[src/rtl/booth_mult_seq_if.sv]
// Handshake/operand bundle for booth_mult_seq.
//  start         request, honoured only when the multiplier is idle or done
//  is_signed     1: two's complement operands, 0: unsigned
//  multiplicand  M operand, WIDTH bits
//  multiplier    Q operand, WIDTH bits
//  busy          high while iterating
//  done          one-cycle completion pulse
//  product       2*WIDTH-bit result, held until the next completion
interface booth_mult_seq_if #(
    parameter int unsigned WIDTH = 8
);
    logic                   start;
    logic                   is_signed;
    logic [WIDTH-1:0]       multiplicand;
    logic [WIDTH-1:0]       multiplier;
    logic                   busy;
    logic                   done;
    logic [2*WIDTH-1:0]     product;

    // Requester side
    modport master (
        output start, is_signed, multiplicand, multiplier,
        input  busy, done, product
    );

    // Multiplier side
    modport slave (
        input  start, is_signed, multiplicand, multiplier,
        output busy, done, product
    );
endinterface

[src/rtl/booth_mult_seq.sv]
// Sequential radix-2 Booth multiplier, one add/sub-and-shift step per clock.
// Operands are widened by one bit (sign or zero) so a single Booth datapath
// serves both signed and unsigned modes; WIDTH+1 iterations give the result.
//  clk    rising-edge clock
//  n_rst  asynchronous active-low reset
//  bus    booth_mult_seq_if.slave: start/is_signed/operands in,
//         busy/done/product out (all registered)
module booth_mult_seq #(
    parameter int unsigned WIDTH = 8
) (
    input  logic                   clk,
    input  logic                   n_rst,
    booth_mult_seq_if.slave        bus
);
    localparam int unsigned EW = WIDTH + 1;        // extended operand width
    localparam int unsigned AW = WIDTH + 2;        // accumulator width
    localparam int unsigned PW = 2 * WIDTH;        // product width
    localparam int unsigned CW = $clog2(WIDTH + 2); // iteration counter width

    typedef enum logic [1:0] {
        S_IDLE = 2'd0,
        S_RUN  = 2'd1,
        S_DONE = 2'd2
    } state_t;

    state_t          r_state;
    state_t          w_state_nxt;
    logic            r_busy;
    logic            r_done;
    logic [PW-1:0]   r_product;
    logic [AW-1:0]   r_a;
    logic [AW-1:0]   r_m;
    logic [EW-1:0]   r_q;
    logic            r_q_m1;
    logic [CW-1:0]   r_cnt;

    logic            w_accept;
    logic            w_last;
    logic            w_busy_nxt;
    logic            w_done_nxt;
    logic            w_m_sgn;
    logic            w_q_sgn;
    logic [AW-1:0]   w_sum;
    logic [AW-1:0]   w_a_sh;
    logic [EW-1:0]   w_q_sh;
    logic [PW-1:0]   w_prod;

    // Request is only honoured outside RUN; the final step runs with cnt==1
    assign w_accept = bus.start && ((r_state == S_IDLE) || (r_state == S_DONE));
    assign w_last   = (r_state == S_RUN) && (r_cnt == CW'(1));

    // State register plus registered status outputs
    always_ff @(posedge clk or negedge n_rst) begin
        if (!n_rst) begin
            r_state <= S_IDLE;
            r_busy  <= 1'b0;
            r_done  <= 1'b0;
        end else begin
            r_state <= w_state_nxt;
            r_busy  <= w_busy_nxt;
            r_done  <= w_done_nxt;
        end
    end

    // Next-state logic
    always_comb begin
        w_state_nxt = r_state;
        unique case (r_state)
            S_IDLE:  if (w_accept) w_state_nxt = S_RUN;
            S_RUN:   if (w_last)   w_state_nxt = S_DONE;
            S_DONE:  w_state_nxt = w_accept ? S_RUN : S_IDLE;
            default: w_state_nxt = S_IDLE;
        endcase
    end

    // Status outputs decoded from the upcoming state so they can be registered
    always_comb begin
        w_busy_nxt = 1'b0;
        w_done_nxt = 1'b0;
        if (w_state_nxt == S_RUN)  w_busy_nxt = 1'b1;
        if (w_state_nxt == S_DONE) w_done_nxt = 1'b1;
    end

    // Booth step: recode {Q0, q_-1}, add/sub M, then arithmetic shift right
    always_comb begin
        w_m_sgn = bus.is_signed & bus.multiplicand[WIDTH-1];
        w_q_sgn = bus.is_signed & bus.multiplier[WIDTH-1];
        unique case ({r_q[0], r_q_m1})
            2'b10:   w_sum = r_a - r_m;
            2'b01:   w_sum = r_a + r_m;
            default: w_sum = r_a;
        endcase
        w_a_sh = {w_sum[AW-1], w_sum[AW-1:1]};
        w_q_sh = {w_sum[0], r_q[EW-1:1]};
        // Low 2*WIDTH bits of the shifted {A, Q} pair
        w_prod = {w_a_sh[WIDTH-2:0], w_q_sh};
    end

    // Datapath registers; product only moves on the final step
    always_ff @(posedge clk or negedge n_rst) begin
        if (!n_rst) begin
            r_a       <= '0;
            r_m       <= '0;
            r_q       <= '0;
            r_q_m1    <= 1'b0;
            r_cnt     <= '0;
            r_product <= '0;
        end else if (w_accept) begin
            r_a    <= '0;
            r_m    <= {{2{w_m_sgn}}, bus.multiplicand};
            r_q    <= {w_q_sgn, bus.multiplier};
            r_q_m1 <= 1'b0;
            r_cnt  <= CW'(WIDTH + 1);
        end else if (r_state == S_RUN) begin
            r_a    <= w_a_sh;
            r_q    <= w_q_sh;
            r_q_m1 <= r_q[0];
            r_cnt  <= r_cnt - CW'(1);
            if (w_last) r_product <= w_prod;
        end
    end

    assign bus.busy    = r_busy;
    assign bus.done    = r_done;
    assign bus.product = r_product;
endmodule

[src/flat_wrapper.sv]
// flat-port wrapper written by rule: the top's interface ports become plain ports
module booth_mult_seq_flat 
#(
    parameter int unsigned WIDTH = 8
)
  (clk, n_rst, bus_start, bus_is_signed, bus_multiplicand, bus_multiplier, bus_busy, bus_done, bus_product);
  booth_mult_seq_if #(.WIDTH(WIDTH)) bus_i ();
  input  logic clk;
  input  logic n_rst;
  input wire logic [$bits(bus_i.start)-1:0] bus_start;
  input wire logic [$bits(bus_i.is_signed)-1:0] bus_is_signed;
  input wire logic [$bits(bus_i.multiplicand)-1:0] bus_multiplicand;
  input wire logic [$bits(bus_i.multiplier)-1:0] bus_multiplier;
  output wire logic [$bits(bus_i.busy)-1:0] bus_busy;
  output wire logic [$bits(bus_i.done)-1:0] bus_done;
  output wire logic [$bits(bus_i.product)-1:0] bus_product;
  assign bus_i.start = bus_start;
  assign bus_i.is_signed = bus_is_signed;
  assign bus_i.multiplicand = bus_multiplicand;
  assign bus_i.multiplier = bus_multiplier;
  assign bus_busy = bus_i.busy;
  assign bus_done = bus_i.done;
  assign bus_product = bus_i.product;
  booth_mult_seq #(.WIDTH(WIDTH)) u_core (.clk(clk), .n_rst(n_rst), .bus(bus_i));
endmodule
[config.mk]
export PLATFORM = sky130hd
export DESIGN_NAME = booth_mult_seq_flat
export DESIGN_NICKNAME = d
export VERILOG_FILES = /design/src/rtl/booth_mult_seq_if.sv /design/src/rtl/booth_mult_seq.sv /design/src/flat_wrapper.sv
export SDC_FILE = /design/constraint.sdc
export NUM_CORES = 1
export LEC_CHECK = 0
export BUFFER_PORTS_ARGS = -buffer_cell sky130_fd_sc_hd__buf_2
export CAP_MARGIN = 40
export CORE_MARGIN = 2
export CORE_UTILIZATION = 40
export DETAILED_ROUTE_END_ITERATION = 8
export SYNTH_ARGS = -nofsm -noshare
export SYNTH_HDL_FRONTEND = slang
export SYNTH_SLANG_ARGS = --single-unit
[constraint.sdc]
create_clock -name clk -period 2.55 [get_ports clk]
set_clock_uncertainty 0.1 [all_clocks]
set_input_delay 0.51 -clock clk [delete_from_list [all_inputs] [get_ports clk]]
set_output_delay 0.51 -clock clk [all_outputs]
set_load 0.02 [all_outputs]
==> results of run 1 <==
==> critical path, cell delays in order, from the launching register on <==
cell	delay, ns
dfrtp_1	0.37
inv_2	0.05
ha_4	0.15
and2b_1	0.18
a21oi_2	0.15
xor2_1	0.17
ha_1	0.30
a2111oi_4	0.32
o21ai_2	0.12
a41oi_2	0.15
xor2_1	0.10
or4_1	0.40
nand3_1	0.09
==> state kept, by name, indices dropped and copies added (netlist names) <==
name                count
u_core.r_state          2
u_core.bus.product     16
u_core.r_q              9
u_core.r_m              9
u_core.bus.busy         1
u_core.r_q_m1           1
u_core.r_a              9
u_core.r_cnt            4
u_core.bus.done         1
==> Yosys cell counts (all sizes together), types with 3 or more instances <==
| library cell | instances | area, µm² |
|---|---|---|
| mux2 | 3 | 33.8 |
| inv | 11 | 41.3 |
| a21oi | 12 | 60.1 |
| clkbuf | 9 | 56.3 |
| o21ai | 18 | 90.1 |
| nor2b | 3 | 18.8 |
| nor3b | 3 | 22.5 |
| nand2b | 4 | 25.0 |
| xor2 | 11 | 96.3 |
| xnor2 | 4 | 35.0 |
| a22o | 5 | 43.8 |
| ha | 13 | 163 |
| buf | 6 | 47.5 |
| nand3 | 8 | 40.0 |
| nand2 | 76 | 285 |
| nor2 | 15 | 56.3 |
| mux2i | 3 | 30.0 |
| nor3 | 5 | 35.0 |
| a22oi | 4 | 30.0 |
| a31oi | 5 | 31.3 |
| dfrtp | 52 | 1300 |
==> per-layer routing <==
| layer | track usage | wire [µm] |
|---|---|---|
| met5 | 0 | 0 |
| met3 | 0.0283 | 221 |
| met2 | 0.329 | 3340 |
| met1 | 0.244 | 2990 |
| met4 | 0.0448 | 59 |
==> per-stage QoR <==
| step | cells | hold WS (ns) | area, µm² |
|---|---|---|---|
| final | 466 | 0.0892 | 3600 |
| after CTS | 464 | 0.0971 | 3520 |
| after global placement | 453 | 0.359 | 3310 |
| after global routing | 466 | 0.125 | 3600 |
| after floorplan | 299 | 0.114 | 2830 |
| after detailed placement | 454 | 0.360 | 3310 |
==> kinds of logic (layout without fill, tap and decap cells) <==
| logic type | count (synthesis) | in the layout | share of synthesized area |
|---|---|---|---|
| AOI/OAI and AO/OA | 58 | 58 | 0.138 |
| xor gates and xnor gates | 15 | 15 | 0.0469 |
| adders and majority gates | 14 | 14 | 0.0652 |
| buffers and inverters | 26 | 97 | 0.0518 |
| DFF | 52 | 52 | 0.464 |
| muxes | 6 | 6 | 0.0228 |
| and+or+nand+nor | 128 | 128 | 0.211 |
==> path summary, 6_finish.rpt <==
check                                            from                endpoint  slack [ns]  cells past startpoint
worst max-delay path                    u_core.r_m[0]           u_core.r_a[8]       -0.15                     12
worst min-delay path                            n_rst           u_core.r_m[6]        0.09                      1
worst max register to register          u_core.r_m[0]           u_core.r_a[8]       -0.15                     12
worst min register to register  u_core.bus.product[1]   u_core.bus.product[1]        0.38                      2
max in group asynchronous                       n_rst  u_core.bus.product[12]        1.71                      2
min in group clk                  bus_multiplicand[2]           u_core.r_m[2]        0.29                      3
==> final cells by class <==
cell class                      count  share of cell area
Inverter                           11              0.0115
Clock buffer                        6              0.0229
Clock inverter                      2              0.0108
Multi-Input combinational cell    221               0.418
Tap cell                           96              0.0333
Sequential cell                    52               0.361
Timing Repair Buffer               78               0.142
==> placed cells by master, fill, tap and decap left out, types with 5 or more instances in the layout <==
master,n
xor2_1,11
a31oi_1,5
nand3_1,8
a22o_1,5
ha_1,9
nand2_1,76
nor2_1,14
buf_4,38
dfrtp_1,52
inv_1,8
o21ai_0,13
buf_2,37
clkbuf_8,6
a21oi_1,9
==> what timing repair did <==
item,in CTS,in global routing
gates resized for setup,14,13
endpoints found under the setup margin,10,10
setup buffers,2,2
pin swaps,11,6
==> results.cfg, run 1 <==
[outcome]
status = complete, but fails checks
failed_checks = setup timing

[setup_path]
critPathCaptureType = flop
cp.arrival_ns = 2.85
crit_type = reg2reg
cp-start-kind = flop
required_ns = 2.69
worstPathMaxFanout = 3

[routing]
wl_per_cell_um = 14.2
firstDrtPassIters = 4
via_count = 2279
vias_per_cell = 4.89
drt_iter0_markers = 96
drt_wl_total_um = 6610
drc = 0
ant_nets = 0

[logic_synthesis]
yosys_most_used_dff = dfrtp_1
async_flop_share = 1.00
yosys_warnings = 0
ys_ff_latch = 52
yosysSeqAreaShare = 0.464
syn_area_mm2 = 0.00280
ys_types = 49
syn_nets = 333
synth-edff-count = 0
syn_avg_cell_area_um2 = 9.38
syn_inst = 299

[timing]
rsz0062_at_grt = true
fmax_mhz = 370
final.setup.worst_slack_ns = -0.154
setup-tns-final_ns = -0.382
hold_viol = 0
finalCritPeriodShare = 1.06
tightest_slew_ns = 0.819
layout_min_cycle_time_ns = 2.70
finalMaxSlewViolations = 0
setup_viol = 6
slew_headroom = 0.454

[global_routing]
antenna_found_initial = 0
grt_overflow = 0
grt_pass1_vias = 2340
grt_max_degree = 31
grt_pass1_wl_um = 11100
groute.usage.overall = 0.188

[clocking]
cts_tree = built
clk_pin_slew_ns = 0.09
postCtsHoldBufs = 0
cts-buffers-inserted = 5
htree_levels = 2
clk_latency_ns = 0.30
clkSinkCount = 52
clock_path_buffers = 2
cts_root_buf = clkbuf_8

[finish]
area_growth_pct = 28.5
multiInputGateArea_mm2 = 0.00151
utilization = 0.530
drive_above_1_share = 0.308
nNetsFinal = 403
regArea_mm2 = 0.00130
nFillCells = 623
num_antenna_cells = 0

[floorplan]
initial_core_util = 0.413
rows = 30
die-area_mm2 = 0.00770
fp.dieH_um = 87.7
die_w_um = 87.7
io_pins = 38
core_area_mm2 = 0.00679

[flow_run]
cap_violations = 0

[place]
dp_hpwl_um = 4820
pre_cts_slack_ns = -0.244
port_buffers = 37
place.gp.congestion = 0.862

[hold_path]
worstHoldPathType = in2async
Power of run 1 is not shown: default switching activity piles up to over one toggle a cycle in this logic, so the estimate is an artifact.
==> run 2, diff against run 1 <==
ABC_AREA = 1   (was not set)
==> results.cfg, run 2 <==
[outcome]
status = complete, no violations

[setup_path]
path_delay_family = adder cells
crit_buf_inv = 3
critPathMaxStageDelay_ns = 0.43
cp.arrival_ns = 2.47
required_ns = 2.65
cp-start-kind = flop
path_cells = inv_2, ha_1, inv_1, o21ai_1, inv_1, fa_1, nand3b_1, nand2_1, nand4_1, nand3_1, nand2_1, o21ai_0, nand2_1
crit_type = reg2reg
critPathCaptureType = flop
slowest_stage = fa_1
worstPathMaxFanout = 3
cp_common_cell = nand2_1

[logic_synthesis]
synthTopCellsByCount = nand2_1 (106), dfrtp_1 (52), inv_1 (40)
yosys_most_used_dff = dfrtp_1
synth_most_common_cell = nand2_1
synth-edff-count = 0
yosysSeqAreaShare = 0.451
syn_nets = 382
netlist_top_cells_area = dfrtp_1 (45%), nand2_1 (14%), ha_1 (5.6%), inv_1 (5.2%), o21ai_2 (3.0%)
ys_ff_latch = 52
syn_inst = 348
async_flop_share = 1.00
yosys_warnings = 0
ys_types = 36
syn_area_mm2 = 0.00289
syn_avg_cell_area_um2 = 8.29
yosysTopAreaCell = dfrtp_1
synth_top_area_frac = 0.451

[timing]
setup-tns-final_ns = 0
slew_headroom = 0.695
hold_viol = 0
whs_ns = 0.0275
fmax_mhz = 422
setup_viol = 0
rsz0062_at_grt = true
finalCritPeriodShare = 0.930
layout_min_cycle_time_ns = 2.37
finalMaxSlewViolations = 0
tightest_slew_ns = 0.457

[global_routing]
grt_pass1_vias = 2245
grt_overflow = 0
grt_pass1_wl_um = 10800
antenna_found_initial = 0
grt_max_degree = 25
groute.usage.overall = 0.178

[clocking]
cts-buffers-inserted = 5
clk_latency_ns = 0.31
clock_path_buffers = 2
clkSinkCount = 52
cts_tree = built
postCtsHoldBufs = 0
cts_root_buf = clkbuf_8
clk_pin_slew_ns = 0.11
htree_levels = 2

[place]
port_buffers = 37
place.gp.congestion = 0.915
dp_hpwl_um = 4760
dp_cells = 480

[floorplan]
initial_core_util = 0.418
io_pins = 38
fp.dieH_um = 89.0
die-area_mm2 = 0.00791
rows = 30
die_w_um = 89.0
core_area_mm2 = 0.00691

[finish]
drive_above_1_share = 0.226
area_growth_pct = 15.7
num_antenna_cells = 0
utilization = 0.484
nNetsFinal = 427
final_cell_mix = nand2_1 (106), dfrtp_1 (50), inv_1 (40), buf_2 (37), nand3_1 (17)
final_common_cell = nand2_1
largest_reg_flops = 16
final_cell_count_no_fill = 490

[hold_path]
worstHoldPathType = in2async

[routing]
ant_nets = 0
drt_wl_total_um = 6230
vias_per_cell = 4.72
drc = 0
drt_iter0_markers = 113
wl_per_cell_um = 12.7
firstDrtPassIters = 4
via_count = 2314

[flow_run]
cap_violations = 0
## run 2: cell types whose count changed after synthesis, sizes merged, moves of 5 or more
cell and change:
clkbuf -8, inv +34, nand2 +37, nand3 +11, nor2 +6, o21ai +13, o221ai +5
## run 2: cell type report
class                      count  area (µm²)
fill                         739        3570
multi-input combinational    242        1370
sequential                    52        1300
timing repair buffer          47         280
inverter                      45         174
tap                           96         120
clock buffer                   5        68.8
clock inverter                 3        25.0
## run 2: metrics by stage
step / instance area (µm²) / setup slack [ns]
floorplan: 2890 / 0.190
global placement: 3190 / 0.163
detailed placement: 3210 / 0.0697
CTS: 3310 / 0.0681
global route: 3340 / -0.0276
finish: 3340 / 0.179
## run 2: final timing paths
path,from,to,slack (ns),cells past startpoint
setup / recovery,u_core.r_m[1],u_core.r_a[7],0.18,13
hold / removal,n_rst,u_core.r_q[4],0.03,1
setup reg to reg,u_core.r_m[1],u_core.r_a[7],0.18,13
hold reg to reg,u_core.bus.product[11],u_core.bus.product[11],0.38,2
max in group asynchronous,n_rst,u_core.bus.product[14],1.69,3
min in group clk,bus_multiplicand[0],u_core.r_m[0],0.29,3
## run 2: per-layer routing
metal / wire length [µm] / vias to the layer above / GRT usage / share of wire
met5: 0 / - / 0 / 0
met4: 68 / 0 / 0.0570 / 0.011
met3: 206 / 6 / 0.0277 / 0.033
met2: 2690 / 47 / 0.276 / 0.43
met1: 3270 / 1052 / 0.257 / 0.52
li1: - / 1209 / - / -
## run 2: kinds of logic (layout without fill, tap and decap cells)
family / Yosys count / count (layout) / share of synthesized area
buffers and inverters: 54 / 100 / 0.0806
adders and majority gates: 14 / 14 / 0.0633
xor gates and xnor gates: 9 / 9 / 0.0273
and+or+nand+nor: 158 / 158 / 0.244
AOI/OAI and AO/OA: 61 / 61 / 0.134
DFF: 52 / 52 / 0.451
## run 2: repair_timing
item	4_1_cts	5_1_grt
endpoints found under the setup margin	0	10
setup buffers	0	2
gates resized for setup	0	6
endpoints found under the hold margin	0	0
Power of run 2 is left out for the same reason.
==> run 3, diff against run 2 <==
CORE_UTILIZATION = 50   (was 40)
MAX_ROUTING_LAYER = met4   (was not set)
PLACE_DENSITY = 0.73   (was not set)
==> results.cfg, run 3 (synthesized netlist as in run 2, its figures left out) <==
[routing]
wl_per_cell_um = 13.2
ant_nets = 0
drt_wl_total_um = 6100
vias_per_cell = 5.09
firstDrtPassIters = 4
drc = 0
drt_iter0_markers = 135
via_count = 2350

[setup_path]
worst-r2r-setup-slack_ns = 0.19
crit_type = reg2reg
required_ns = 2.66
critPathMaxStageDelay_ns = 0.35
cp_common_cell = nand2_1
crit_buf_inv = 2
worstPathMaxFanout = 5
path_cells = inv_1, ha_1, a31oi_1, xor2_1, ha_1, nand2_2, inv_1, nand2_1, nand2_2, nand2_1, nand2_1, nor2_2, nand3_1, nand3_1, nand2_1
cp.arrival_ns = 2.46
slowest_stage = dfrtp_1
cp-start-kind = flop
critPathCaptureType = flop
path_delay_family = simple AND/OR/NAND/NOR gates

[finish]
final_common_cell = nand2_1
nNetsFinal = 423
largest_reg_flops = 16
final_cell_mix = nand2_1 (105), dfrtp_1 (52), inv_1 (40), buf_2 (37), nand3_1 (17)
design_area_mm2 = 0.00328
num_antenna_cells = 0
drive_above_1_share = 0.213
area_growth_pct = 13.5

[clocking]
cts_tree = built
cts_root_buf = clkbuf_8
clock_path_buffers = 2
postCtsHoldBufs = 0
clk_pin_slew_ns = 0.10
clkSinkCount = 52
htree_levels = 2
cts-buffers-inserted = 5
clk_latency_ns = 0.31

[timing]
finalMaxSlewViolations = 0
layout_min_cycle_time_ns = 2.36
tightest_slew_ns = 0.637
fmax_mhz = 424
rsz0062_at_grt = true
hold_viol = 0
setup_viol = 0
finalCritPeriodShare = 0.924
final.setup.worst_slack_ns = 0.193
slew_headroom = 0.575

[global_routing]
grt_max_degree = 53
grt_overflow = 0
grt_pass1_wl_um = 10800
groute.usage.overall = 0.221
antenna_found_initial = 0
grt_pass1_vias = 2336

[floorplan]
die-area_mm2 = 0.00640
core_area_mm2 = 0.00554
io_pins = 38
die_w_um = 80.0
initial_core_util = 0.521
rows = 27
fp.dieH_um = 80.0

[outcome]
status = complete, no violations

[place]
dp_hpwl_um = 4550
place.gp.congestion = 0.907
port_buffers = 37
pre_cts_slack_ns = 0.0192
placed_area_mm2 = 0.00313

[hold_path]
worstHoldPathType = in2async

[flow_run]
cap_violations = 0
run 3: final timing paths:
path / start / to / cells after the start
max: u_core.r_m[0] / u_core.r_a[8] / 15
min: n_rst / u_core.bus.product[0] / 2
max reg2reg: u_core.r_m[0] / u_core.r_a[8] / 15
min reg2reg: u_core.bus.product[14] / u_core.bus.product[14] / 2
max in group asynchronous: n_rst / u_core.r_m[5] / 2
min in group clk: bus_multiplicand[5] / u_core.r_m[5] / 3
run 3: worst register-to-register path, cell delays in order (launching register included):
cell and delay (ns):
dfrtp_1 0.35, inv_1 0.06, ha_1 0.23, a31oi_1 0.18, xor2_1 0.26, ha_1 0.33
nand2_2 0.12, inv_1 0.05, nand2_1 0.07, nand2_2 0.07, nand2_1 0.06, nand2_1 0.05
nor2_2 0.10, nand3_1 0.09, nand3_1 0.09, nand2_1 0.05
run 3: layout make-up:
cell class                 count  area [µm²]
sequential                    52        1300
clock buffer                   6        72.6
timing repair buffer          43         230
inverter                      45         174
clock inverter                 2        38.8
multi-input combinational    242        1370
fill                         498        2260
tap                           72        90.1
run 3: metal layers:
metal  part of all wire  GRT usage  up-vias
met5                  0          -        -
met4             0.0034     0.0729        0
met3              0.041     0.0396        2
met2               0.47      0.344       50
met1               0.48      0.293     1095
li1                   -          -     1203
run 3: stage by stage:
step	std cells	hold slack, ns	util	TNS [ns]
2_1_floorplan	348	0.114	-	0
3_3_place_gp	452	0.352	0.565	0
3_5_place_dp	452	0.366	0.565	0
4_1_cts	460	0.223	0.586	0
5_1_grt	462	0.263	0.591	-0.0817
6_report	462	0.198	0.591	0
run 3: what timing repair did:
item / CTS / global route
gates resized for setup: 0 / 7
buffers inserted: 0 / 2
endpoints found under the setup margin: 0 / 10
Power of run 3 is left out for the same reason.
